[src/rtl/conv_pkg.sv]
// Shared types and elaboration-time helpers for the convolution datapath blocks.
package conv_pkg;

  typedef enum logic [1:0] {IDLE, RUN, FIN} state_t;

  function automatic int clog2_c(input longint n);
    int     r;
    longint v;
    r = 0;
    v = 1;
    while (v < n) begin
      v = v << 1;
      r++;
    end
    return r;
  endfunction

  // Width able to hold 0..n-1, never narrower than one bit.
  function automatic int cnt_w(input int n);
    return (n <= 1) ? 1 : clog2_c(longint'(n));
  endfunction

  function automatic int out_dim(input int img, input int k, input int s);
    return (img - k) / s + 1;
  endfunction

  function automatic int ch_step(input int img_w, input int img_h);
    return img_w * img_h;
  endfunction

  function automatic int orow_step(input int img_w, input int s);
    return img_w * s;
  endfunction

  function automatic longint max3(input longint a, input longint b, input longint c);
    longint m;
    m = (a > b) ? a : b;
    return (m > c) ? m : c;
  endfunction

  function automatic bit addr_fits(input int addr_w, input longint space);
    return space <= (64'd1 << addr_w);
  endfunction

endpackage

[src/rtl/wrap_counter.sv]
// Modulo-(MAX+1) counter; advances when en and inc are both high, wraps at MAX.
module wrap_counter #(
  parameter int MAX = 1,
  parameter int W   = 1
) (
  input  logic         clk,
  input  logic         rst_n,
  input  logic         en,
  input  logic         inc,
  output logic [W-1:0] value,
  output logic         at_max
);

  assign at_max = (value == W'(MAX));

  always_ff @(posedge clk or negedge rst_n) begin
    if (!rst_n)
      value <= '0;
    else if (en && inc)
      value <= at_max ? '0 : value + W'(1);
  end

endmodule

[src/rtl/conv_index_gen.sv]
// Convolution address sequencer: walks pixels, channels and kernel taps, issuing
// image/filter read addresses under a valid/ready handshake.
module conv_index_gen
  import conv_pkg::*;
#(
  parameter int IMG_W  = 5,
  parameter int IMG_H  = 5,
  parameter int CH     = 1,
  parameter int K      = 3,
  parameter int STRIDE = 1,
  parameter int ADDR_W = 8
) (
  input  logic              CLK,
  input  logic              RST,
  input  logic              Index_start,
  input  logic              ADDR_READY,
  output logic [ADDR_W-1:0] IMAGE_RAM_ADDR,
  output logic              IMAGE_RAM_EN,
  output logic [ADDR_W-1:0] FILTER_RAM_ADDR,
  output logic              FILTER_RAM_EN,
  output logic [ADDR_W-1:0] FEATURE_RAM_ADDR,
  output logic              Load_done,
  output logic              Whole_done,
  output logic              Busy
);

  localparam int OW = out_dim(IMG_W, K, STRIDE);
  localparam int OH = out_dim(IMG_H, K, STRIDE);
  localparam int KW = cnt_w(K);
  localparam int CW = cnt_w(CH);
  localparam int XW = cnt_w(OW);
  localparam int YW = cnt_w(OH);

  localparam logic [ADDR_W-1:0] ROW_STEP  = ADDR_W'(IMG_W);
  localparam logic [ADDR_W-1:0] CH_STEP   = ADDR_W'(ch_step(IMG_W, IMG_H));
  localparam logic [ADDR_W-1:0] PIX_STEP  = ADDR_W'(STRIDE);
  localparam logic [ADDR_W-1:0] OROW_STEP = ADDR_W'(orow_step(IMG_W, STRIDE));

  if (!addr_fits(ADDR_W, max3(longint'(CH) * IMG_H * IMG_W, longint'(CH) * K * K,
                              longint'(OW) * OH))) begin : g_addr_w_too_narrow
    $error("conv_index_gen: ADDR_W cannot address the image, filter or feature space");
  end

  state_t state, state_nxt;
  logic   acc, run;
  logic   kx_max, ky_max, c_max, ox_max, oy_max;
  logic   pix_last, run_last;

  logic [KW-1:0] kx_v, ky_v;
  logic [CW-1:0] c_v;
  logic [XW-1:0] ox_v;
  logic [YW-1:0] oy_v;

  logic [ADDR_W-1:0] row_base, pix_base, ch_base, line_base;
  logic [ADDR_W-1:0] filt_addr, pix_idx;

  assign run      = (state == RUN);
  assign acc      = IMAGE_RAM_EN & ADDR_READY;
  assign pix_last = kx_max & ky_max & c_max;
  assign run_last = pix_last & ox_max & oy_max;

  wrap_counter #(.MAX(K - 1),  .W(KW)) u_kx (.clk(CLK), .rst_n(RST), .en(run),
    .inc(acc), .value(kx_v), .at_max(kx_max));
  wrap_counter #(.MAX(K - 1),  .W(KW)) u_ky (.clk(CLK), .rst_n(RST), .en(run),
    .inc(acc & kx_max), .value(ky_v), .at_max(ky_max));
  wrap_counter #(.MAX(CH - 1), .W(CW)) u_c  (.clk(CLK), .rst_n(RST), .en(run),
    .inc(acc & kx_max & ky_max), .value(c_v), .at_max(c_max));
  wrap_counter #(.MAX(OW - 1), .W(XW)) u_ox (.clk(CLK), .rst_n(RST), .en(run),
    .inc(acc & pix_last), .value(ox_v), .at_max(ox_max));
  wrap_counter #(.MAX(OH - 1), .W(YW)) u_oy (.clk(CLK), .rst_n(RST), .en(run),
    .inc(acc & pix_last & ox_max), .value(oy_v), .at_max(oy_max));

  // Only the wrap flags steer the bases; outer counter values stay for debug visibility.
  logic unused_cnt;
  assign unused_cnt = ^{ky_v, c_v, ox_v, oy_v};

  always_ff @(posedge CLK or negedge RST) begin
    if (!RST) state <= IDLE;
    else      state <= state_nxt;
  end

  always_comb begin
    state_nxt = state;
    unique case (state)
      IDLE:    if (Index_start) state_nxt = RUN;
      RUN:     if (acc && run_last) state_nxt = FIN;
      FIN:     state_nxt = IDLE;
      default: state_nxt = IDLE;
    endcase
  end

  always_comb begin
    IMAGE_RAM_EN  = (state == RUN);
    FILTER_RAM_EN = (state == RUN);
    Busy          = (state != IDLE);
    Whole_done    = (state == FIN);
  end

  // Base registers: each level reloads every inner base from its own advanced value.
  always_ff @(posedge CLK or negedge RST) begin
    if (!RST) begin
      row_base  <= '0;
      pix_base  <= '0;
      ch_base   <= '0;
      line_base <= '0;
      filt_addr <= '0;
    end else if (acc) begin
      filt_addr <= pix_last ? '0 : filt_addr + ADDR_W'(1);
      if (!kx_max) begin
        line_base <= line_base;
      end else if (!ky_max) begin
        line_base <= line_base + ROW_STEP;
      end else if (!c_max) begin
        ch_base   <= ch_base + CH_STEP;
        line_base <= ch_base + CH_STEP;
      end else if (!ox_max) begin
        pix_base  <= pix_base + PIX_STEP;
        ch_base   <= pix_base + PIX_STEP;
        line_base <= pix_base + PIX_STEP;
      end else if (!oy_max) begin
        row_base  <= row_base + OROW_STEP;
        pix_base  <= row_base + OROW_STEP;
        ch_base   <= row_base + OROW_STEP;
        line_base <= row_base + OROW_STEP;
      end else begin
        row_base  <= '0;
        pix_base  <= '0;
        ch_base   <= '0;
        line_base <= '0;
      end
    end
  end

  assign IMAGE_RAM_ADDR  = line_base + ADDR_W'(kx_v);
  assign FILTER_RAM_ADDR = filt_addr;

  // Pixel completion stage: registered one cycle after the pixel's last tap is accepted.
  always_ff @(posedge CLK or negedge RST) begin
    if (!RST) begin
      Load_done        <= 1'b0;
      FEATURE_RAM_ADDR <= '0;
      pix_idx          <= '0;
    end else begin
      Load_done <= acc & pix_last;
      if (acc && pix_last) begin
        FEATURE_RAM_ADDR <= pix_idx;
        pix_idx          <= run_last ? '0 : pix_idx + ADDR_W'(1);
      end
    end
  end

endmodule

[config.mk]
export PLATFORM = sky130hd
export DESIGN_NAME = conv_index_gen
export DESIGN_NICKNAME = d
export VERILOG_FILES = /design/src/rtl/conv_pkg.sv /design/src/rtl/wrap_counter.sv /design/src/rtl/conv_index_gen.sv
export SDC_FILE = /design/constraint.sdc
export NUM_CORES = 1
export LEC_CHECK = 0
export CAP_MARGIN = 0
export CELL_PAD_IN_SITES_DETAIL_PLACEMENT = 0
export CELL_PAD_IN_SITES_GLOBAL_PLACEMENT = 1
export CORE_ASPECT_RATIO = 2
export CORE_MARGIN = 2
export CORE_UTILIZATION = 45
export CTS_BUF_LIST = sky130_fd_sc_hd__clkbuf_4
export DETAILED_ROUTE_END_ITERATION = 8
export GPL_TIMING_DRIVEN = 0
export HOLD_SLACK_MARGIN = 0.08
export PLACE_DENSITY = 0.8
export SLEW_MARGIN = 10
export SYNTH_ARGS = -nofsm -noshare
export SYNTH_HDL_FRONTEND = slang
export SYNTH_HIERARCHICAL = 1
export SYNTH_SLANG_ARGS = --single-unit
[constraint.sdc]
create_clock -name CLK -period 5.8 [get_ports CLK]
set_clock_uncertainty 0.05 [all_clocks]
set_input_delay 0.58 -clock CLK [delete_from_list [all_inputs] [get_ports CLK]]
set_output_delay 0.58 -clock CLK [all_outputs]
set_load 0.02 [all_outputs]
======== Yosys cells after proc, flatten, opt, wreduce, memory -nomap -nowiden ========
Index checks and enable logic that the tools add are counted.
storage, ports and cells
  word-level logic and storage cells ...... 72
  input bits .............................. 4
  flip-flop bits (word level) ............. 68
  output and inout bits ................... 29
cells by class
  add/sub/neg operators ................... 12
  equality and inequality tests ........... 8
  muxes and demuxes ....................... 14
  bitwise gates (word level) .............. 10
  reduce and logical (&&, ||, !) cells .... 14
operators by type and width
  operator                                             count
  two-way mux 8 bit                                    6
  adder 8 x 1 -> 8 bit, second input constant          3
  adder 8 x 3 -> 8 bit, second input constant          2
  two-way mux 2 bit                                    6
  equality test 2 bit, second input constant           5
  AND 1 bit                                            9
  adder 2 x 1 -> 2 bit, second input constant          4
  adder 8 x 2 -> 8 bit                                 1
  adder 8 x 5 -> 8 bit, second input constant          1
  logical AND 1 bit                                    7
  AND reduction 5 bit                                  1
  one-hot mux 2 bit (2 select lines)                   1
  AND reduction 2 bit                                  2
  AND reduction 4 bit                                  1
  AND reduction 3 bit                                  1
  equality test 2 x 1 -> 1 bit, second input constant  1
  logical NOT 2 bit                                    1
  != test 2 x 1 -> 1 bit, second input constant        1
  != test 2 bit, second input constant                 1
  nonzero test 2 bit                                   1
  adder 1 bit, second input constant                   1
  two-way mux 1 bit                                    1
  inverter 1 bit                                       1

======== Longest topological paths before layout ========
  word-level depth ........................ 8
  gate-level depth with buffers ........... 9
  mapped depth without buffers ............ 8

======== By module ========
Netlist, hierarchy kept.
by module, submodules not included
  module                    area an instance (µm²)  cells an instance  times used  sequential area each (µm²)
  conv_index_gen            3283.1                  352                1           1476.4
  wrap_counter at u_kx ...  95.1                    8                  4           50.0
  wrap_counter at u_c       22.5                    4                  1           0.0

======== Worst setup path before layout ========
No wires, ideal clock.
  path kind ............................... register to output
  start ................................... reg line_base[0]
  end ..................................... out IMAGE_RAM_ADDR[4]
  path buffers ............................ 0
  setup slack ............................. 3.580 ns
  arrival time ............................ 1.590 ns
  cell stages (with the launch flop) ...... 6
  data required time ...................... 5.170 ns
  cell sequence ........................... dfrtp_1 ha_1 inv_1 fa_1 nand3b_1 xnor2_1
on the way
  longest elaborated chain between the ends .. 1
ends and longest elaborated chain
  element                 line                   source
  start, declared         conv_index_gen.sv:54   logic [ADDR_W-1:0] row_base, pix_base, ch_base, line_base;
  start signal, assigned  conv_index_gen.sv:110  line_base <= line_base;
  start signal, assigned  conv_index_gen.sv:112  line_base <= line_base + ROW_STEP;
  start signal, assigned  conv_index_gen.sv:115  line_base <= ch_base + CH_STEP;
  adder 8 x 2 -> 8 bit    conv_index_gen.sv:134  assign IMAGE_RAM_ADDR = line_base + ADDR_W'(kx_v);
  end, declared           conv_index_gen.sv:17   output logic [ADDR_W-1:0] IMAGE_RAM_ADDR,
No other way between the ends.

======== Final worst setup path ========
  start ................................... reg line_base[0]
  end ..................................... out IMAGE_RAM_ADDR[6]
Same word-level chain as after synthesis.

==> metrics.cfg <==
[logic_synthesis]
syn_avg_cell_area_um2 = 9.52
ys_warn_count = 6
syn_area_mm2 = 0.00367
synthCells = 386
synthesis.nets = 399

[sta]
clock.fmax_ghz = 0.308
slew_violations = 0
rsz0062_at_grt = false
tns_ps = 0
setup_viol = 0
relSlewSlack = 0.530
period_share = 0.560
fin_crit_ps = 3250
worstMarginPinSlew_ps = 704
hold_viol = 0

[clocking]
numCtsBuffers = 9
path_clk_slew_ps = 100
cts_root_buffer = clkbuf_4
clockBufferDepth = 2
postCtsSetupBuffers = 0
htree_levels = 3
clock-sinks = 67
tritoncts = done
clock_latency_ps = 420

[min_path]
hold_end = FEATURE_RAM_ADDR[5]
worstHoldStart = FEATURE_RAM_ADDR[5]
holdPathStages = 2
hp-class = register to register

[drt]
drtIter0Drc = 145
wirelength_mm = 8.69
vias = 2921
final_antenna_net_count = 0
vias_per_cell = 5.48
drc = 0
firstDrtPassIters = 4
wl_per_cell_um = 16.3

[worst_setup_path]
r2r_end = u_oy/value[0]
critical_path_required_ps = 5170
reg2reg_slack_ps = 3520
crit-reg2reg-launch = u_ky/value[1]
critical_path_class = register to output pin
cp-end-kind = output pin
reg2regPathDepth = 9
path_max_fanout = 6
critPathArrivalTime_ps = 2620
startpoint_type = register

[global_route]
track_usage = 0.218
grt_pass1_wl_mm = 14.5
grt_start_max_net_pins = 58
grt_pass1_vias = 2891
overflow = 0
antenna_found_initial = 1

[final_layout]
area_delta_synth_final_pct = 15.8
fin_nets = 444
multi_input_area_mm2 = 0.00185
regArea_mm2 = 0.00168
final_cell_mix = dfrtp_1, nand2_1, nor2_1, clkdlybuf4s50_1, xor2_1
fill_cells = 779
postLayoutCellArea_mm2 = 0.00426
drive_above_1_share = 0.122

[floorplanning]
coreArea_mm2 = 0.00794
fp.dieW_um = 67.9
io_pins = 33
initial_core_util = 0.463
rows = 46
die-area_mm2 = 0.00895
fp.dieH_um = 132

[place]
portBuffers = 32
placed_cell_area_mm2 = 0.00414
dp_hpwl_mm = 6.45
gp_congestion = 0.871

[pwr]
pwr-share-comb = 0.410
clkPwrFrac = 0.164
peakVddDrop_mv = 0.187
switching_share = 0.391
p_seq_frac = 0.426
p_int_mw = 0.944
power.leakage_nw = 2.06
p_per_area_mw_per_mm2 = 364
p_sw_mw = 0.605

[outcome]
status = complete, no violations

[flow_run]
maxCapViolCount = 0

==> how the worst max path moves through the flow <==
stage | slack, ps | end | depth (start not counted) | from
6_report | 2550 | IMAGE_RAM_ADDR[6] | 6 | line_base[0]
5_1_grt | 2400 | IMAGE_RAM_ADDR[6] | 6 | line_base[0]
4_1_cts | 2540 | IMAGE_RAM_ADDR[6] | 6 | line_base[0]
3_5_place_dp | 3010 | IMAGE_RAM_ADDR[6] | 6 | line_base[0]
3_3_place_gp | 1800 | ch_base[5] | 1 | RST
2_1_floorplan | 3580 | IMAGE_RAM_ADDR[4] | 5 | line_base[0]
==> layout make-up <==
type	count	share of cell area
Buffer	17	0.0212
Clock inverter	5	0.00470
Multi-Input combinational cell	288	0.435
Timing Repair Buffer	34	0.0835
Inverter	14	0.0135
Sequential cell	67	0.394
Antenna cell	1	0.000588
Tap cell	96	0.0282
Clock buffer	11	0.0194
==> state kept, by name (all words and copies together) (netlist names) <==
| signal | cells |
|---|---|
| row_base | 8 |
| ch_base | 8 |
| FILTER_RAM_ADDR | 8 |
| FEATURE_RAM_ADDR | 8 |
| line_base | 8 |
| u_oy/value | 2 |
| Load_done | 1 |
| u_ky/value | 2 |
| u_kx/value | 2 |
| state | 2 |
| pix_base | 8 |
| pix_idx | 8 |
| u_ox/value | 2 |
==> per-layer routing <==
metal / GRT usage / share of wire / vias up
met5: 0 / 0 / -
met4: 0.0778 / 0.016 / 0
met3: 0.0461 / 0.033 / 12
met2: 0.385 / 0.56 / 61
met1: 0.250 / 0.39 / 1414
li1: - / - / 1434
==> power groups by stage <==
stage,clock (mW),sequential (mW),combinational (mW)
after floorplan,0,0.664,0.407
after global placement,0,0.665,0.621
after detailed placement,0,0.668,0.633
after CTS,0.262,0.658,0.637
after global routing,0.287,0.678,0.703
final,0.254,0.661,0.635
==> critical path, cell delays in order, from the launching register on <==
cell and delay, ps:
dfrtp_1 470, ha_1 210, inv_1 60, fa_1 410, nor3b_1 280, xnor2_1 150
clkdlybuf4s50_1 620
==> what timing repair did <==
item	4_1_cts	5_1_grt
gates resized for setup	0	0
hold buffers	1	0
endpoints found under the hold margin	10	0
==> per-stage QoR <==
stage	cells	utilization	hold slack, ps	total power, mW	setup slack [ps]
2_1_floorplan	386	-	234	1.07	3580
3_3_place_gp	514	0.518	413	1.29	1800
3_5_place_dp	515	0.521	385	1.30	3010
4_1_cts	532	0.535	437	1.56	2540
5_1_grt	533	0.536	462	1.67	2400
6_report	533	0.536	429	1.55	2550
(Power assumes the default switching activity.)
